File: src/rtl/gol_pkg.sv
// Shared definitions for the Game-of-Life generation sequencer: FSM states,
// default widths and the length of the pattern-load sequence.
package gol_pkg;

  localparam int GOL_CNT_W    = 30;
  localparam int GOL_GEN_W    = 16;
  localparam int GOL_LOAD_LEN = 3;

  typedef enum logic [2:0] {
    ST_IDLE  = 3'd0,
    ST_LOAD  = 3'd1,
    ST_COUNT = 3'd2,
    ST_ARMED = 3'd3,
    ST_TICK  = 3'd4
  } gol_state_t;

endpackage

File: src/rtl/gol_period_timer.sv
// Generation interval timer. While start is held the timer runs; the period is
// captured in the first cycle of the run and done marks its last cycle.
module gol_period_timer
  import gol_pkg::*;
#(
  parameter int CNT_W = GOL_CNT_W
) (
  input  logic             clk_in,
  input  logic             rst,
  input  logic             start,
  input  logic [CNT_W-1:0] period,
  output logic             done
);

  logic [CNT_W-1:0] cnt;
  logic [CNT_W-1:0] per_q;
  logic [CNT_W-1:0] per_eff;
  logic             running;

  // A zero period would never expire, so it behaves as one cycle.
  assign per_eff = (period == '0) ? CNT_W'(1) : period;

  // The first cycle compares against the live period since per_q is not yet loaded.
  assign done = start & (running ? (cnt == (per_q - CNT_W'(1)))
                                 : (per_eff == CNT_W'(1)));

  always_ff @(posedge clk_in or posedge rst) begin
    if (rst) begin
      cnt     <= '0;
      per_q   <= '0;
      running <= 1'b0;
    end else if (!start) begin
      cnt     <= '0;
      running <= 1'b0;
    end else if (!running) begin
      running <= 1'b1;
      per_q   <= per_eff;
      cnt     <= CNT_W'(1);
    end else begin
      cnt <= cnt + CNT_W'(1);
    end
  end

endmodule

File: src/rtl/gol_generation_sequencer.sv
// Sequences cell-grid generations (free-run, single step, pattern load).
// Define GOL_VBLANK_SYNC_EN to hold each generation tick until a vblank rising edge.
module gol_generation_sequencer
  import gol_pkg::*;
#(
  parameter int CNT_W = GOL_CNT_W,
  parameter int GEN_W = GOL_GEN_W
) (
  input  logic             clk_in,
  input  logic             rst,
  input  logic             run,
  input  logic             step_req,
  input  logic             load_req,
  input  logic [CNT_W-1:0] period,
  input  logic             vblank,
  output logic             ca_tick,
  output logic             set_state,
  output logic [GEN_W-1:0] gen_count,
  output logic             busy,
  output gol_state_t       state_dbg
);

  // step_req and load_req are single-cycle pulses acted on in the cycle they are
  // high; run is a level. All outputs are registered and change only on clk_in.
  localparam logic [1:0] LOAD_LAST = 2'(GOL_LOAD_LEN - 1);

  gol_state_t state;
  logic [1:0] load_cnt;
  logic       run_q;
  logic       run_fall;
  logic       timer_start;
  logic       timer_done;
  logic       tick_go;

  assign state_dbg   = state;
  assign run_fall    = run_q & ~run;
  assign timer_start = (state == ST_COUNT);

`ifdef GOL_VBLANK_SYNC_EN
  logic vblank_q;

  always_ff @(posedge clk_in or posedge rst) begin
    if (rst) vblank_q <= 1'b0;
    else     vblank_q <= vblank;
  end

  // Only a fresh 0->1 transition qualifies; a level already high does not.
  assign tick_go = vblank & ~vblank_q;
`else
  logic unused_vblank;
  assign unused_vblank = vblank;
  assign tick_go       = 1'b1;
`endif

  gol_period_timer #(.CNT_W(CNT_W)) u_timer (
    .clk_in (clk_in),
    .rst    (rst),
    .start  (timer_start),
    .period (period),
    .done   (timer_done)
  );

  always_ff @(posedge clk_in or posedge rst) begin
    if (rst) begin
      state     <= ST_IDLE;
      load_cnt  <= '0;
      run_q     <= 1'b0;
      ca_tick   <= 1'b0;
      set_state <= 1'b0;
      gen_count <= '0;
      busy      <= 1'b0;
    end else begin
      run_q     <= run;
      ca_tick   <= 1'b0;
      set_state <= 1'b0;
      if (load_req) begin
        state     <= ST_LOAD;
        load_cnt  <= '0;
        set_state <= 1'b1;
        busy      <= 1'b1;
        gen_count <= '0;
      end else begin
        case (state)
          ST_IDLE: begin
            if (run) begin
              state <= ST_COUNT;
              busy  <= 1'b1;
            end else if (step_req) begin
              state <= ST_ARMED;
              busy  <= 1'b1;
            end
          end
          ST_LOAD: begin
            if (load_cnt == LOAD_LAST) begin
              state <= ST_IDLE;
              busy  <= 1'b0;
            end else begin
              load_cnt  <= load_cnt + 2'd1;
              set_state <= 1'b1;
              // The grid latches initial_state on the middle load cycle only.
              ca_tick   <= (load_cnt == 2'd0);
            end
          end
          ST_COUNT: begin
            if (!run) begin
              state <= ST_IDLE;
              busy  <= 1'b0;
            end else if (timer_done) begin
              state <= ST_ARMED;
            end
          end
          ST_ARMED: begin
            if (run_fall) begin
              state <= ST_IDLE;
              busy  <= 1'b0;
            end else if (tick_go) begin
              state     <= ST_TICK;
              ca_tick   <= 1'b1;
              gen_count <= gen_count + GEN_W'(1);
            end
          end
          ST_TICK: begin
            if (run) begin
              state <= ST_COUNT;
            end else begin
              state <= ST_IDLE;
              busy  <= 1'b0;
            end
          end
          default: begin
            state <= ST_IDLE;
            busy  <= 1'b0;
          end
        endcase
      end
    end
  end

endmodule

File: config.mk
export PLATFORM = sky130hd
export DESIGN_NAME = gol_generation_sequencer
export DESIGN_NICKNAME = d
export VERILOG_FILES = /design/src/rtl/gol_pkg.sv /design/src/rtl/gol_period_timer.sv /design/src/rtl/gol_generation_sequencer.sv
export SDC_FILE = /design/constraint.sdc
export NUM_CORES = 1
export LEC_CHECK = 0
export ABC_AREA = 1
export CORE_ASPECT_RATIO = 0.6
export CORE_MARGIN = 5
export CORE_UTILIZATION = 39
export CTS_BUF_LIST = sky130_fd_sc_hd__clkbuf_4
export CTS_CLUSTER_DIAMETER = 50
export CTS_CLUSTER_SIZE = 10
export DETAILED_ROUTE_END_ITERATION = 10
export PLACE_DENSITY = 0.65
export SYNTH_ARGS = -nofsm -noshare
export SYNTH_HDL_FRONTEND = slang
export SYNTH_HIERARCHICAL = 1
export SYNTH_SLANG_ARGS = --single-unit
File: constraint.sdc
create_clock -name clk_in -period 3.65 [get_ports clk_in]
set_input_delay 1.095 -clock clk_in [delete_from_list [all_inputs] [get_ports clk_in]]
set_output_delay 1.095 -clock clk_in [all_outputs]
set_load 0.01 [all_outputs]
==> metrics, run 1 <==
setup TNS 0 ps; synth warn 6; input/output buffers 56; syn_nets around 850; sequential element share of the synthesized area 0.3857; worst skew pair latency between 400 and 500 ps; CP max FO 2; count leader, synth nand2_1; number of flops mapped to enable cells by yosys 0; worst path required time 4040 ps; Synth Register Bits 86; core box area 13,830 µm²; Synth Area in Compound Gates 0.09083; hold_sp busy; main combinational cell family by area after synthesis simple AND/OR/NAND/NOR gates; post-cts sizing count 0; syn_area_per_cell 6.931 µm²; clock sink count 86; synth cell count leaders 203 x nand2_1, 114 x inv_1, 114 x nor2_1; Crit path largest cell delay 420 ps; Flop pwr share 0.429; Post-Route WL 15,320 µm; Slew headroom 0.5660; Worst EP arrival about 3300 ps; Syn Std Cell Area 5579 µm²; Residual DRC 0; post-route ant nets 0; hold path depth 2; Die W around 160 µm; multi-input logic area 2937 µm²; share of layout cells above drive strength 1 0.06912; Buffers & Inverters on Critical Path 1; Pwr Total 3473 µW; post-synthesis simple-gate area fraction 0.3721; filler cell count in the final layout 1,415; Synth Area in XOR/XNOR 0.05181; CTS tree built; Worst R2R Setup Slack slightly below 900 ps; Synth cell types 35; most frequent CP cell nand3_1; largest area contributor in the synthesized netlist dfrtp_1; crit path launch type input port; routed length per instance roughly 14 µm; P_int 2020 µW; clock input transition at the sequential cells of the worst setup and hold paths 120 ps; diode count 0; Async S/R FF share, synth 1.000; min Tclk post-route 2918 ps; Final setup viols 0; num ports 58; FF-to-FF path depth 15; flip-flop and latch area 2152 µm²; GP Congestion 0.9206; crit path kind in -> reg; worst r2r dst state_dbg[0]; status complete, no violations; die area 16,880 µm²; total congestion overflow 0; dpl hpwl 12,290 µm; peak supply drop 241.2 µV; Post-layout nets 906; ys flop type dfrtp_1; Final Hold Viols 0; Clock Power Share 0.188; CTS Buffer Depth 2; leak pwr 0.003020 µW; vias in the first global route 4,601; ranking of synthesized cells by area dfrtp_1 39%, nand2_1 14%, inv_1 7.7%; Initial Utilization 0.4033; H-tree Lvls 3; CTS root buf clkbuf_4; Pre-antenna DRT Iters 5; power per cell area 530.3 nW/µm²; top-area cell type share of the netlist area 0.3857; initial antenna violation count 0; adder-cell share of the synthesized area 0.01121; cells after synthesis a little over 800; DR vias/cell between 4 and 5; mux cell area share after synthesis 0; final slew viol count 0; CP cell instances clkdlybuf4s50_1 -> or2_2 -> nor3_1 -> nand2_1 -> o21ai_0 -> nand3_1 -> nor2_1 -> nand3_1 -> o21ai_1 -> nor2_1 -> nand3_1 -> nand4_1 -> nand2_1; Comb power frac 0.382; number of post-CTS setup repair buffers 0; largest net degree at the start of global routing 40; max-cap violations 0; Min-Delay Path Class reg -> reg; reg-to-reg startpoint state_dbg[0]; Crit path max-delay family simple AND/OR/NAND/NOR gates; hold endpoint busy; Tcrit/Tclk final 0.7994; row count 33; vias post-DR 5,226; Max Freq around 0.34 GHz; DRT iter0 DRCs 510; CP endpoint kind flop; CP max-delay cell clkdlybuf4s50_1; Num CTS Buffers 9; Psw 1454 µW; first-pass GRT wire length 24,580 µm; Die Y 102.6 µm; Hold Buf Count CTS 0; unrepaired setup endpoints after global routing false; Synth-to-Final Area Change 17.40%; worst slew pin tran 650.1 ps; All-Layer GR Usage 0.1876; skew final 20.80 ps; Net Sw Frac 0.4185
## power groups by stage
| stage | Combinational [µW] | Sequential [µW] | Clock (µW) |
|---|---|---|---|
| 2_1_floorplan | 988 | 1370 | 0 |
| 3_3_place_gp | 1310 | 1490 | 0 |
| 3_5_place_dp | 1330 | 1490 | 0 |
| 4_1_cts | 1330 | 1470 | 677 |
| 5_1_grt | 1540 | 1520 | 715 |
| 6_report | 1330 | 1490 | 654 |
## cell type report
| class | count | area share |
|---|---|---|
| multi-input cells | 589 | 0.4483 |
| flip-flops and latches | 86 | 0.3286 |
| inverters | 118 | 0.06762 |
| well taps | 192 | 0.03668 |
| repair buffers | 61 | 0.09322 |
| clock buffers | 9 | 0.01032 |
| clock inverters | 5 | 0.01528 |
## cells by family after synthesis
family | after synthesis
buffers and inverters | 130
adders and majority gates | 5
AOI/OAI and AO/OA | 94
and+or+nand+nor | 457
xor gates and xnor gates | 33
DFF | 86
## per-layer routing
layer | GRT usage | vias to the layer above | wire length [µm]
met1 | 0.3174 | 2403 | 8824
li1 | - | 2680 | -
met3 | 0.05833 | 8 | 1194
met5 | 0 | - | 0
met2 | 0.2198 | 135 | 5199
met4 | 0.03898 | 0 | 106
## worst reg2reg max path, stage by stage, from the launching register on
cell and delay (ps):
dfrtp_1 500, inv_1 130, nand3_1 70, inv_1 150, inv_1 110, nor2_2 220, inv_1 330, nor2_1 230
nand3_1 90, nor4_1 180, nand3_1 220, o21ai_1 170, nor2_1 70, nand3_1 100, nand4_1 100, nand2_1 70
## metrics by stage
| stage | hold slack (ps) | worst slack, ps | area (µm²) | util | std cells |
|---|---|---|---|---|---|
| final | 519.6 | 732.2 | 6550 | 0.4735 | 1060 |
| after global routing | 553.5 | 560.4 | 6550 | 0.4735 | 1060 |
| after CTS | 519.8 | 774.3 | 6550 | 0.4735 | 1060 |
| after detailed placement | 501.9 | 301.0 | 6382 | 0.4614 | 1046 |
| after global placement | 479.3 | 364.0 | 6382 | 0.4614 | 1046 |
| after floorplan | 466.7 | 1042 | 5579 | - | 805 |
## how the worst max path moves through the flow
stage | slack (ps) | to | startpoint | cells past startpoint
floorplan | 1040 | u_timer/cnt[0] | rst | 1
global placement | 360 | state_dbg[0] | period[16] | 13
detailed placement | 300 | state_dbg[0] | period[16] | 13
CTS | 770 | state_dbg[0] | period[16] | 13
global route | 560 | state_dbg[0] | state_dbg[0] | 15
finish | 730 | state_dbg[0] | period[16] | 13
## state kept, by name, indices dropped and copies added, names as in the netlist, 2 cells and up
signal	flops
load_cnt	2
gen_count	16
u_timer/per_q	30
state_dbg	3
u_timer/cnt	30
## cells in the final DEF (no fill, tap or decap), types with 4 or more instances in the layout
master / instances
nand3b_1: 6
nor2_4: 8
nor4_1: 7
inv_2: 5
buf_4: 4
nand3_2: 5
nand4_1: 19
o21bai_1: 5
nand2_2: 6
nand2_1: 203
nor3_1: 21
a21oi_1: 27
o21ai_0: 53
nand3_1: 50
inv_1: 113
dfrtp_1: 86
xnor2_1: 10
ha_1: 5
xor2_1: 23
clkdlybuf4s50_1: 56
nor2_2: 8
nor2_1: 113
clkbuf_4: 9
(Power assumes the default switching activity.)
==> inputs of run 2 (changes only) <==
PLACE_DENSITY = 0.68   (was 0.65)
clock period = 2.5 ns   (was 3.65 ns; I/O delays follow)
==> run 2 against run 1 <==
  * Core utilization grew 2.9 points
  * Wire length grew 4.4%
  * Critical path type unchanged
  * Clock power grew 38%
  * Critical endpoint unchanged
  * Worst setup slack lost 550 ps
  * Clock skew shrank 5.3 ps
  * Clock-buffer cell count grew 2
  * Total power grew 51%
==> metrics, run 2 (synthesized netlist as in run 1, its figures left out) <==
status complete, no violations; Worst R2R Setup Slack 240 ps (-630 ps); Synth-to-Final Area Change 24.49%; Residual DRC 0 (unchanged); peak supply drop 306.1 µV (+27%); dpl hpwl 12,810 µm (+4.3%); num ports 58 (unchanged); row count 33 (unchanged); most frequent cells in the layout 201 x nand2_1, 111 x inv_1, 107 x nor2_1; first-pass GRT wire length 25,660 µm (+4.4%); clock input transition at the sequential cells of the worst setup and hold paths 130 ps (about the same); CP max FO 2 (unchanged); commonest non-fill, non-tap cell in the layout nand2_1; post-route insts no fill 1,106 (+4.3%); routed length per instance 14.46 µm (about the same); Final Hold Viols 0 (unchanged); gr busiest metal met1; Final setup viols 0 (unchanged); H-tree Lvls 3 (unchanged); multi-input logic area 3002 µm² (+2.2%); diode count 0 (unchanged); Die W 164.4 µm (unchanged); min Tclk post-route 2320 ps; CTS tree built; filler cell count in the final layout 1,407 (-0.57%); Min-Delay Path Class reg -> reg; initial antenna violation count 0 (unchanged); setup TNS 0 ps (unchanged); Die Y 102.6 µm (unchanged); worst r2r dst state_dbg[0]; dpl cells 1,088 (+4.0%); Post-layout nets 950 (+4.9%); worst path required time 2880 ps (-1160 ps); CTS root buf clkbuf_4; Slew headroom 0.6525 (+0.08649); hold path depth 2 (unchanged); DRT iter0 DRCs 571 (+12%); max-cap violations 0 (unchanged); Num CTS Buffers 9 (unchanged); core box area 13,830 µm² (unchanged); leak pwr 0.003226 µW (+6.8%); Largest regs u_timer/cnt (30), u_timer/per_q (30), gen_count (16); met1 Use GR 0.3333 (+0.01588); die area 16,880 µm² (unchanged); routing usage on met2 0.2375 (+0.01769); power per cell area 752.8 nW/µm² (+42%); CP endpoint kind flop; flip-flop and latch area 2163 µm² (+0.52%); reg-to-reg startpoint u_timer/per_q[2]; total congestion overflow 0 (unchanged); crit path kind in -> reg; Initial Utilization 0.4033 (unchanged); final core occ 0.5021 (+0.02858); Pwr Total 5229 µW (+51%); Tcrit/Tclk final 0.9280; Post-Route WL 15,990 µm (+4.4%); vias in the first global route 4,803 (+4.4%); input/output buffers 56 (unchanged); Worst EP arrival 2700 ps (-600 ps); hold endpoint busy; Max Freq ~0.43 GHz; Hold Buf Count CTS 0 (unchanged); Pre-antenna DRT Iters 5 (unchanged); vias post-DR 5,489 (+5.0%); post-route ant nets 0 (unchanged); DR vias/cell 4.963 (+0.66%); FF-to-FF path depth 18 (+3); All-Layer GR Usage 0.1947 (+0.007121); final slew viol count 0 (unchanged); CTS Buffer Depth 2 (unchanged); crit path launch type input port; skew final 15.45 ps (-5.348 ps); hold_sp busy; largest net degree at the start of global routing 62 (+55%); share of layout cells above drive strength 1 0.1422 (+0.07311); worst skew pair latency 440 ps (-20 ps); GP Congestion 0.9209 (about the same); met3 Use GR 0.04435 (-0.01398); clock sink count 86 (unchanged); worst slew pin tran 520.7 ps (-129.4 ps)
run 2: changes by cell type in the layout (fill, tap and decap cells not counted), sizes merged:
cell    delta
buf       +44
clkbuf     +2
bufinv     -1
clkinv     +1
run 2: cell type report:
class | instances | area share
sequential | 86 | 0.3115
tap | 192 | 0.03459
multi-input combinational | 589 | 0.4322
clock inverter | 5 | 0.01063
timing repair buffer | 105 | 0.1355
inverter | 118 | 0.06377
clock buffer | 11 | 0.01189
run 2: critical path, cell delays in order:
cell and delay [ps]:
clkdlybuf4s50_1 420, or2_2 310, nor3_2 170, nand2_1 90, o21ai_2 160, nand3_1 80, nor2_1 90, nand3_1 180
o21ai_2 130, nor2_1 60, nand3_1 90, nand4_1 100, nand2_1 60
run 2: through the flow:
| stage | setup slack [ps] | hold slack [ps] | cell area [µm²] |
|---|---|---|---|
| after floorplan | 237.0 | 466.7 | 5579 |
| after global placement | -363.1 | 499.9 | 6698 |
| after detailed placement | -396.4 | 486.2 | 6698 |
| after CTS | 63.33 | 528.6 | 6854 |
| after global routing | -15.07 | 567.1 | 6945 |
| final | 180.0 | 519.4 | 6945 |
run 2: metal layers:
layer | wire length [µm] | part of all wire | up-vias
li1 | - | - | 2775
met1 | 8713 | 0.54 | 2526
met2 | 5773 | 0.36 | 177
met3 | 1384 | 0.087 | 11
met4 | 121 | 0.0076 | 0
met5 | 0 | 0 | -
run 2: worst max-delay path by stage:
stage,start,to,depth (start not counted)
2_1_floorplan,rst,u_timer/cnt[0],1
3_3_place_gp,period[16],state_dbg[0],13
3_5_place_dp,period[16],state_dbg[0],13
4_1_cts,period[16],state_dbg[0],13
5_1_grt,u_timer/per_q[2],state_dbg[0],18
6_report,period[16],state_dbg[0],13
run 2: where the power goes:
part	leakage [µW]	switching [µW]	internal (µW)
Sequential	0.00112	430	1710
Combinational	0.00202	1300	889
Clock	0.0000883	477	423
Total	0.00323	2200	3030
run 2: timing repair:
action / in CTS / in global routing
endpoints found under the hold margin: 0 / 0
buffers inserted: 0 / 2
gates resized for setup: 0 / 29
endpoints found under the setup margin: 0 / 2
